$ cat config.mk
export PLATFORM = sky130hd
export DESIGN_NAME = color_descra
export DESIGN_NICKNAME = d
export VERILOG_FILES = /design/src/rtl/color_pkg.sv /design/src/rtl/color_inv_sel.sv /design/src/rtl/color_descra.sv
export SDC_FILE = /design/constraint.sdc
export NUM_CORES = 1
export LEC_CHECK = 0
export ABC_AREA = 0
export CAP_MARGIN = 0
export CORE_MARGIN = 4
export CORE_UTILIZATION = 45
export DETAILED_ROUTE_END_ITERATION = 6
export GPL_ROUTABILITY_DRIVEN = 0
export GPL_TIMING_DRIVEN = 0
export MAX_ROUTING_LAYER = met4
export PLACE_DENSITY = 0.77
export REMOVE_ABC_BUFFERS = 1
export SYNTH_ARGS = -nofsm -noshare
export SYNTH_HDL_FRONTEND = slang
export SYNTH_SLANG_ARGS = --single-unit
$ cat constraint.sdc
create_clock -name clk -period 1.7 [get_ports clk]
set_input_delay 0.34 -clock clk [delete_from_list [all_inputs] [get_ports clk]]
set_output_delay 0.34 -clock clk [all_outputs]
set_load 0.01 [all_outputs]
$ cat src/rtl/color_pkg.sv
// color_pkg: shared types for the colour descrambler.
//   sel_e        - channel select (R, G, B or constant zero)
//   key_t        - scramble key, one select per output channel
//   KEY_IDENTITY - key that leaves pixels unchanged
//   state_e      - key-swap FSM states
//   key_is_perm  - true when a key is a permutation of {R, G, B}
package color_pkg;

  localparam int unsigned CH_W  = 4;
  localparam int unsigned SEL_W = 2;

  typedef enum logic [SEL_W-1:0] {
    SEL_R    = 2'd0,
    SEL_G    = 2'd1,
    SEL_B    = 2'd2,
    SEL_ZERO = 2'd3
  } sel_e;

  typedef struct packed {
    sel_e r;
    sel_e g;
    sel_e b;
  } key_t;

  localparam key_t KEY_IDENTITY = '{r: SEL_R, g: SEL_G, b: SEL_B};

  typedef enum logic {
    ST_RUN  = 1'b0,
    ST_PEND = 1'b1
  } state_e;

  // A key is invertible only if every select is a real channel and none repeat.
  function automatic logic key_is_perm(input key_t k);
    return (k.r != SEL_ZERO) && (k.g != SEL_ZERO) && (k.b != SEL_ZERO) &&
           (k.r != k.g) && (k.r != k.b) && (k.g != k.b);
  endfunction

endpackage

$ cat src/rtl/color_inv_sel.sv
// color_inv_sel: recovers one output channel from a scrambled pixel.
//   CHAN    - which channel this instance recovers
//   key_i   - active scramble key
//   r_i/g_i/b_i - scrambled channel inputs
//   pix_c_o - recovered channel (combinational)
module color_inv_sel
  import color_pkg::*;
#(
  parameter sel_e CHAN = SEL_R
) (
  input  key_t            key_i,
  input  logic [CH_W-1:0] r_i,
  input  logic [CH_W-1:0] g_i,
  input  logic [CH_W-1:0] b_i,
  output logic [CH_W-1:0] pix_c_o
);

  // Fixed priority r > g > b resolves duplicated selects; no match yields zero.
  always_comb begin
    pix_c_o = '0;
    if (key_i.r == CHAN) begin
      pix_c_o = r_i;
    end else if (key_i.g == CHAN) begin
      pix_c_o = g_i;
    end else if (key_i.b == CHAN) begin
      pix_c_o = b_i;
    end
  end

endmodule

$ cat src/rtl/color_descra.sv
// color_descra: two-stage colour channel descrambler with frame-aligned key swap.
//   clk, reset                  - clock, synchronous active-high reset
//   key_valid/key_ready         - key offer handshake
//   key_sw_r/key_sw_g/key_sw_b  - offered scramble key
//   in_valid/in_sof/in_r/g/b    - scrambled pixel stream
//   out_valid/out_sof/out_r/g/b - recovered pixel stream, 2-cycle latency
//   key_err                     - active key is not invertible
module color_descra
  import color_pkg::*;
(
  input  logic            clk,
  input  logic            reset,
  input  logic            key_valid,
  input  logic [1:0]      key_sw_r,
  input  logic [1:0]      key_sw_g,
  input  logic [1:0]      key_sw_b,
  output logic            key_ready,
  input  logic            in_valid,
  input  logic            in_sof,
  input  logic [CH_W-1:0] in_r,
  input  logic [CH_W-1:0] in_g,
  input  logic [CH_W-1:0] in_b,
  output logic            out_valid,
  output logic            out_sof,
  output logic [CH_W-1:0] out_r,
  output logic [CH_W-1:0] out_g,
  output logic [CH_W-1:0] out_b,
  output logic            key_err
);

  state_e          state_q;
  key_t            active_q;
  key_t            pending_q;
  logic            key_ready_q;
  logic            key_err_q;

  logic            s1_valid_q;
  logic            s1_sof_q;
  logic [CH_W-1:0] s1_r_q;
  logic [CH_W-1:0] s1_g_q;
  logic [CH_W-1:0] s1_b_q;
  key_t            s1_key_q;

  logic            out_valid_q;
  logic            out_sof_q;
  logic [CH_W-1:0] out_r_q;
  logic [CH_W-1:0] out_g_q;
  logic [CH_W-1:0] out_b_q;

  logic            swap_d;
  key_t            pix_key_d;
  key_t            key_in_d;
  logic [CH_W-1:0] map_r_c;
  logic [CH_W-1:0] map_g_c;
  logic [CH_W-1:0] map_b_c;

  // A pending key takes effect on the sof pixel itself, so that pixel sees it directly.
  assign swap_d    = (state_q == ST_PEND) && in_valid && in_sof;
  assign pix_key_d = swap_d ? pending_q : active_q;
  assign key_in_d  = '{r: sel_e'(key_sw_r), g: sel_e'(key_sw_g), b: sel_e'(key_sw_b)};

  // Key-swap FSM: RUN accepts a key, PEND holds it until the next frame start.
  always_ff @(posedge clk) begin
    if (reset) begin
      state_q     <= ST_RUN;
      active_q    <= KEY_IDENTITY;
      pending_q   <= KEY_IDENTITY;
      key_ready_q <= 1'b1;
      key_err_q   <= 1'b0;
    end else begin
      case (state_q)
        ST_RUN: begin
          if (key_valid) begin
            pending_q   <= key_in_d;
            state_q     <= ST_PEND;
            key_ready_q <= 1'b0;
          end
        end
        ST_PEND: begin
          if (swap_d) begin
            active_q    <= pending_q;
            key_err_q   <= ~key_is_perm(pending_q);
            state_q     <= ST_RUN;
            key_ready_q <= 1'b1;
          end
        end
        default: begin
          state_q     <= ST_RUN;
          key_ready_q <= 1'b1;
        end
      endcase
    end
  end

  // Stage 1: capture pixel together with the key chosen for it.
  always_ff @(posedge clk) begin
    if (reset) begin
      s1_valid_q <= 1'b0;
      s1_sof_q   <= 1'b0;
      s1_r_q     <= '0;
      s1_g_q     <= '0;
      s1_b_q     <= '0;
      s1_key_q   <= KEY_IDENTITY;
    end else begin
      s1_valid_q <= in_valid;
      s1_sof_q   <= in_valid & in_sof;
      s1_r_q     <= in_r;
      s1_g_q     <= in_g;
      s1_b_q     <= in_b;
      s1_key_q   <= pix_key_d;
    end
  end

  color_inv_sel #(.CHAN(SEL_R)) u_inv_r (
    .key_i   (s1_key_q),
    .r_i     (s1_r_q),
    .g_i     (s1_g_q),
    .b_i     (s1_b_q),
    .pix_c_o (map_r_c)
  );

  color_inv_sel #(.CHAN(SEL_G)) u_inv_g (
    .key_i   (s1_key_q),
    .r_i     (s1_r_q),
    .g_i     (s1_g_q),
    .b_i     (s1_b_q),
    .pix_c_o (map_g_c)
  );

  color_inv_sel #(.CHAN(SEL_B)) u_inv_b (
    .key_i   (s1_key_q),
    .r_i     (s1_r_q),
    .g_i     (s1_g_q),
    .b_i     (s1_b_q),
    .pix_c_o (map_b_c)
  );

  // Stage 2: register mapped pixel; idle cycles present zeros.
  always_ff @(posedge clk) begin
    if (reset) begin
      out_valid_q <= 1'b0;
      out_sof_q   <= 1'b0;
      out_r_q     <= '0;
      out_g_q     <= '0;
      out_b_q     <= '0;
    end else begin
      out_valid_q <= s1_valid_q;
      out_sof_q   <= s1_valid_q & s1_sof_q;
      out_r_q     <= s1_valid_q ? map_r_c : '0;
      out_g_q     <= s1_valid_q ? map_g_c : '0;
      out_b_q     <= s1_valid_q ? map_b_c : '0;
    end
  end

  assign key_ready = key_ready_q;
  assign key_err   = key_err_q;
  assign out_valid = out_valid_q;
  assign out_sof   = out_sof_q;
  assign out_r     = out_r_q;
  assign out_g     = out_g_q;
  assign out_b     = out_b_q;

endmodule

==> results by group <==
Floorplan
  • IO Count: 39
  • Initial Util: 47.7%
  • Die Width: 71.0 um
  • Core area: 0.00374 mm2
  • Die ar.: 0.00504 mm2
  • # rows: 22
  • Die Ht: 71.0 um

Drt
  • Iter 0 DRT Violations: 112
  • Residual DRC count: 0
  • Final ANT Viol Nets: 0
  • Vias post-DR: 1341
  • Number of vias per cell: 5.02
  • Drt pass-1 iters: 4
  • Final wirelength: 3.22 mm
  • Routed wire per std cell: 12.0 um

STA
  • Count of final hold-check violations: 0
  • Max transition margin: 56.1%
  • Setup Viol. Count Final: 0
  • WHS: 433 ps
  • Worst Skew: 5.44 ps
  • Final period utilization: 91.6%
  • Final setup margin: 143 ps
  • Pins Over Slew Limit: 0
  • Setup TNS: 0 ps
  • Fmax: 0.642 GHz
  • RSZ-0062 raised after global routing: no
  • Worst-Margin Slew: 659 ps
  • Period minus WS final: 1560 ps

Worst hold path
  • Hold Path Class: flop to flop
  • Hold Path Depth: 1
  • Hold-critical path endpoint: out_sof$_SDFF_PP0_
  • Worst hold start: s1_sof_q$_SDFF_PP0_

Worst setup path
  • Crit. path cell count: 4
  • Max incr delay on CP: 610 ps
  • CP endpoint kind: flop
  • Delay-heaviest family, CP: simple AND/OR/NAND/NOR gates
  • Worst endpoint data arrival time: 1760 ps
  • R2r setup slk: 390 ps
  • Worst path bufs/invs: 2
  • Worst-path fanout max: 35
  • CP Cell Sequence: clkdlybuf4s15_2 -> nand2b_1 -> inv_2 -> and2_1
  • R2R cell count: 4
  • R2r endpoint: out_r[2]$_SDFF_PP0_
  • Slowest-stage cell, CP: clkdlybuf4s15_2
  • CP startpoint kind: primary input
  • WP data required: 1900 ps
  • Worst flop-to-flop path startpoint: s1_key_q[3]$_SDFF_PP0_
  • Critical path class: primary input to flop

Power
  • Clock power frac: 37.3%
  • Psw: 0.490 mW
  • Power share of the combinational group: 8.6%
  • Sequential power share: 54.1%
  • Peak supply drop: 0.469 mV
  • Net Sw Frac: 21.6%
  • PnR Total Power: 2.27 mW
  • P_int: 1.78 mW
  • PD cells: 982 mW/mm2
  • Leak: 0.866 nW

Synthesis
  • Post-synth top area cell: dfxtp_1
  • Yosys reg bits: 49
  • Area of the mapped netlist: 0.00178 mm2
  • Seq/Total Area, Yosys: 55.0%
  • Synth area leaders: dfxtp_1 55%, nand2_1 5.3%, a22oi_1 5.0%
  • Synth Instances: 181
  • Syn. warnings: 0
  • Proportion of netlist area held by the largest area contributor: 55.0%
  • Synth Area per Inst: 9.86 um2
  • Unique masters post-synth: 28

Cells and area
  • Layout cells sized above 1: 10.0%
  • Non-Filler Instances: 267
  • Commonest cells after routing, fill and taps aside: 49 x dfxtp_1, 37 x clkdlybuf4s50_1, 25 x nand2_1
  • Utilization after layout: 61.8%
  • N_diodes: 0
  • Commonest non-fill, non-tap cell in the layout: dfxtp_1
  • Post-route cell area: 0.00231 mm2
  • Area grow syn2layout: 29.7%
  • Fin nets: 241

Clock network
  • Clock Latency Late Sink: 300 ps
  • CTS H-tree lvls: 2
  • Clk slew on worst S/H paths: 90 ps
  • CTS Buf Count: 5
  • CTS tree: built
  • CTS Sinks: 49
  • Clock Path Buffers: 2
  • Clock Tree Root: clkbuf_8

Global route
  • Met3 usage: 3.55%
  • Initial antenna violation count: 0
  • Grt met2 use: 22.9%
  • Global Route met1 Usage: 14.7%
  • GRT busiest layer: met2
  • Largest net degree at the start of global routing: 36
  • First-pass GRT wire length: 5.24 mm
  • GRT Overall Usage: 13.2%
  • Vias in the first global route: 1221
  • GR Overflow Total: 0

Placement
  • Dpl ws: -832 ps
  • Dpl hpwl: 2.31 mm
  • DP Area: 0.00219 mm2
  • Input/output buffers: 38
  • Inst Count DP: 259

Status
  • Outcome: finished clean

Job
  • Max cap viols: 0
## worst reg2reg max path, delay by kind of cell, from the launching register on
family,cells,cell delay (ps)
AOI/OAI and AO/OA,2,330
DFF,1,350
and+or+nand+nor,2,500
## metal layers
metal,up-vias,share of wire [%]
met5,-,0
met4,0,1.4
met3,7,6.1
met2,40,49
met1,594,44
li1,700,-
## logic make-up (layout without fill, tap and decap cells)
kind of cell | count (synthesis) | count (layout) | synth area share [%]
simple gates | 79 | 79 | 24.6
flops | 49 | 49 | 55.0
compound gates | 43 | 43 | 17.9
buf+inv | 9 | 47 | 2.03
xor+xnor | 1 | 1 | 0.491
## repair_timing
action | 4_1_cts | 5_1_grt
hold buffers | 0 | 0
endpoints found under the setup margin | 15 | 0
buffers inserted | 0 | 0
gates resized for setup | 3 | 0
## power groups by stage
stage,clock network [mW],registers (mW),logic [mW]
floorplan,0,1.25,0.0965
detailed placement,0,1.26,0.197
global route,0.902,1.24,0.215
finish,0.847,1.23,0.196
CTS,0.862,1.23,0.197
global placement,0,1.25,0.194
## registers in the layout, indices dropped and copies added, names as in the netlist, 4 cells and up
signal,flops
out_r,4
s1_b_q,4
s1_key_q,6
out_b,4
out_g,4
s1_r_q,4
s1_g_q,4
active_q,6
pending_q,6
## layout make-up
type / instances / area [um2]
Sequential cell: 49 / 981
Fill cell: 336 / 1430
Multi-Input combinational cell: 123 / 767
Timing Repair Buffer: 38 / 382
Inverter: 1 / 3.75
Clock buffer: 6 / 82.6
Tap cell: 48 / 60.1
Clock inverter: 2 / 37.5
## worst max-delay path by stage
stage,end,startpoint,slack (ps)
after floorplan,out_b[0]$_SDFF_PP0_,s1_key_q[3]$_SDFF_PP0_,650
after global placement,out_sof$_SDFF_PP0_,reset,-800
after detailed placement,out_sof$_SDFF_PP0_,reset,-830
after CTS,out_sof$_SDFF_PP0_,reset,150
after global routing,out_sof$_SDFF_PP0_,reset,80
final,out_sof$_SDFF_PP0_,reset,140
## synthesized netlist by cell type (all sizes together)
| master | n |
|---|---|
| dfxtp | 49 |
| clkbuf | 3 |
| nor2 | 16 |
| a211oi | 13 |
| a22oi | 12 |
| xor2 | 1 |
| inv | 1 |
| o22ai | 1 |
| nand3b | 7 |
| nor3 | 4 |
| or2 | 1 |
| nand2b | 4 |
| nor3b | 2 |
| buf | 5 |
| a21oi | 12 |
| a211o | 1 |
| nor2b | 16 |
| a2111oi | 1 |
| and3 | 1 |
| o21ai | 2 |
| nand2 | 25 |
| a31oi | 1 |
| nand3 | 1 |
| and2 | 2 |
(Power assumes the default switching activity.)
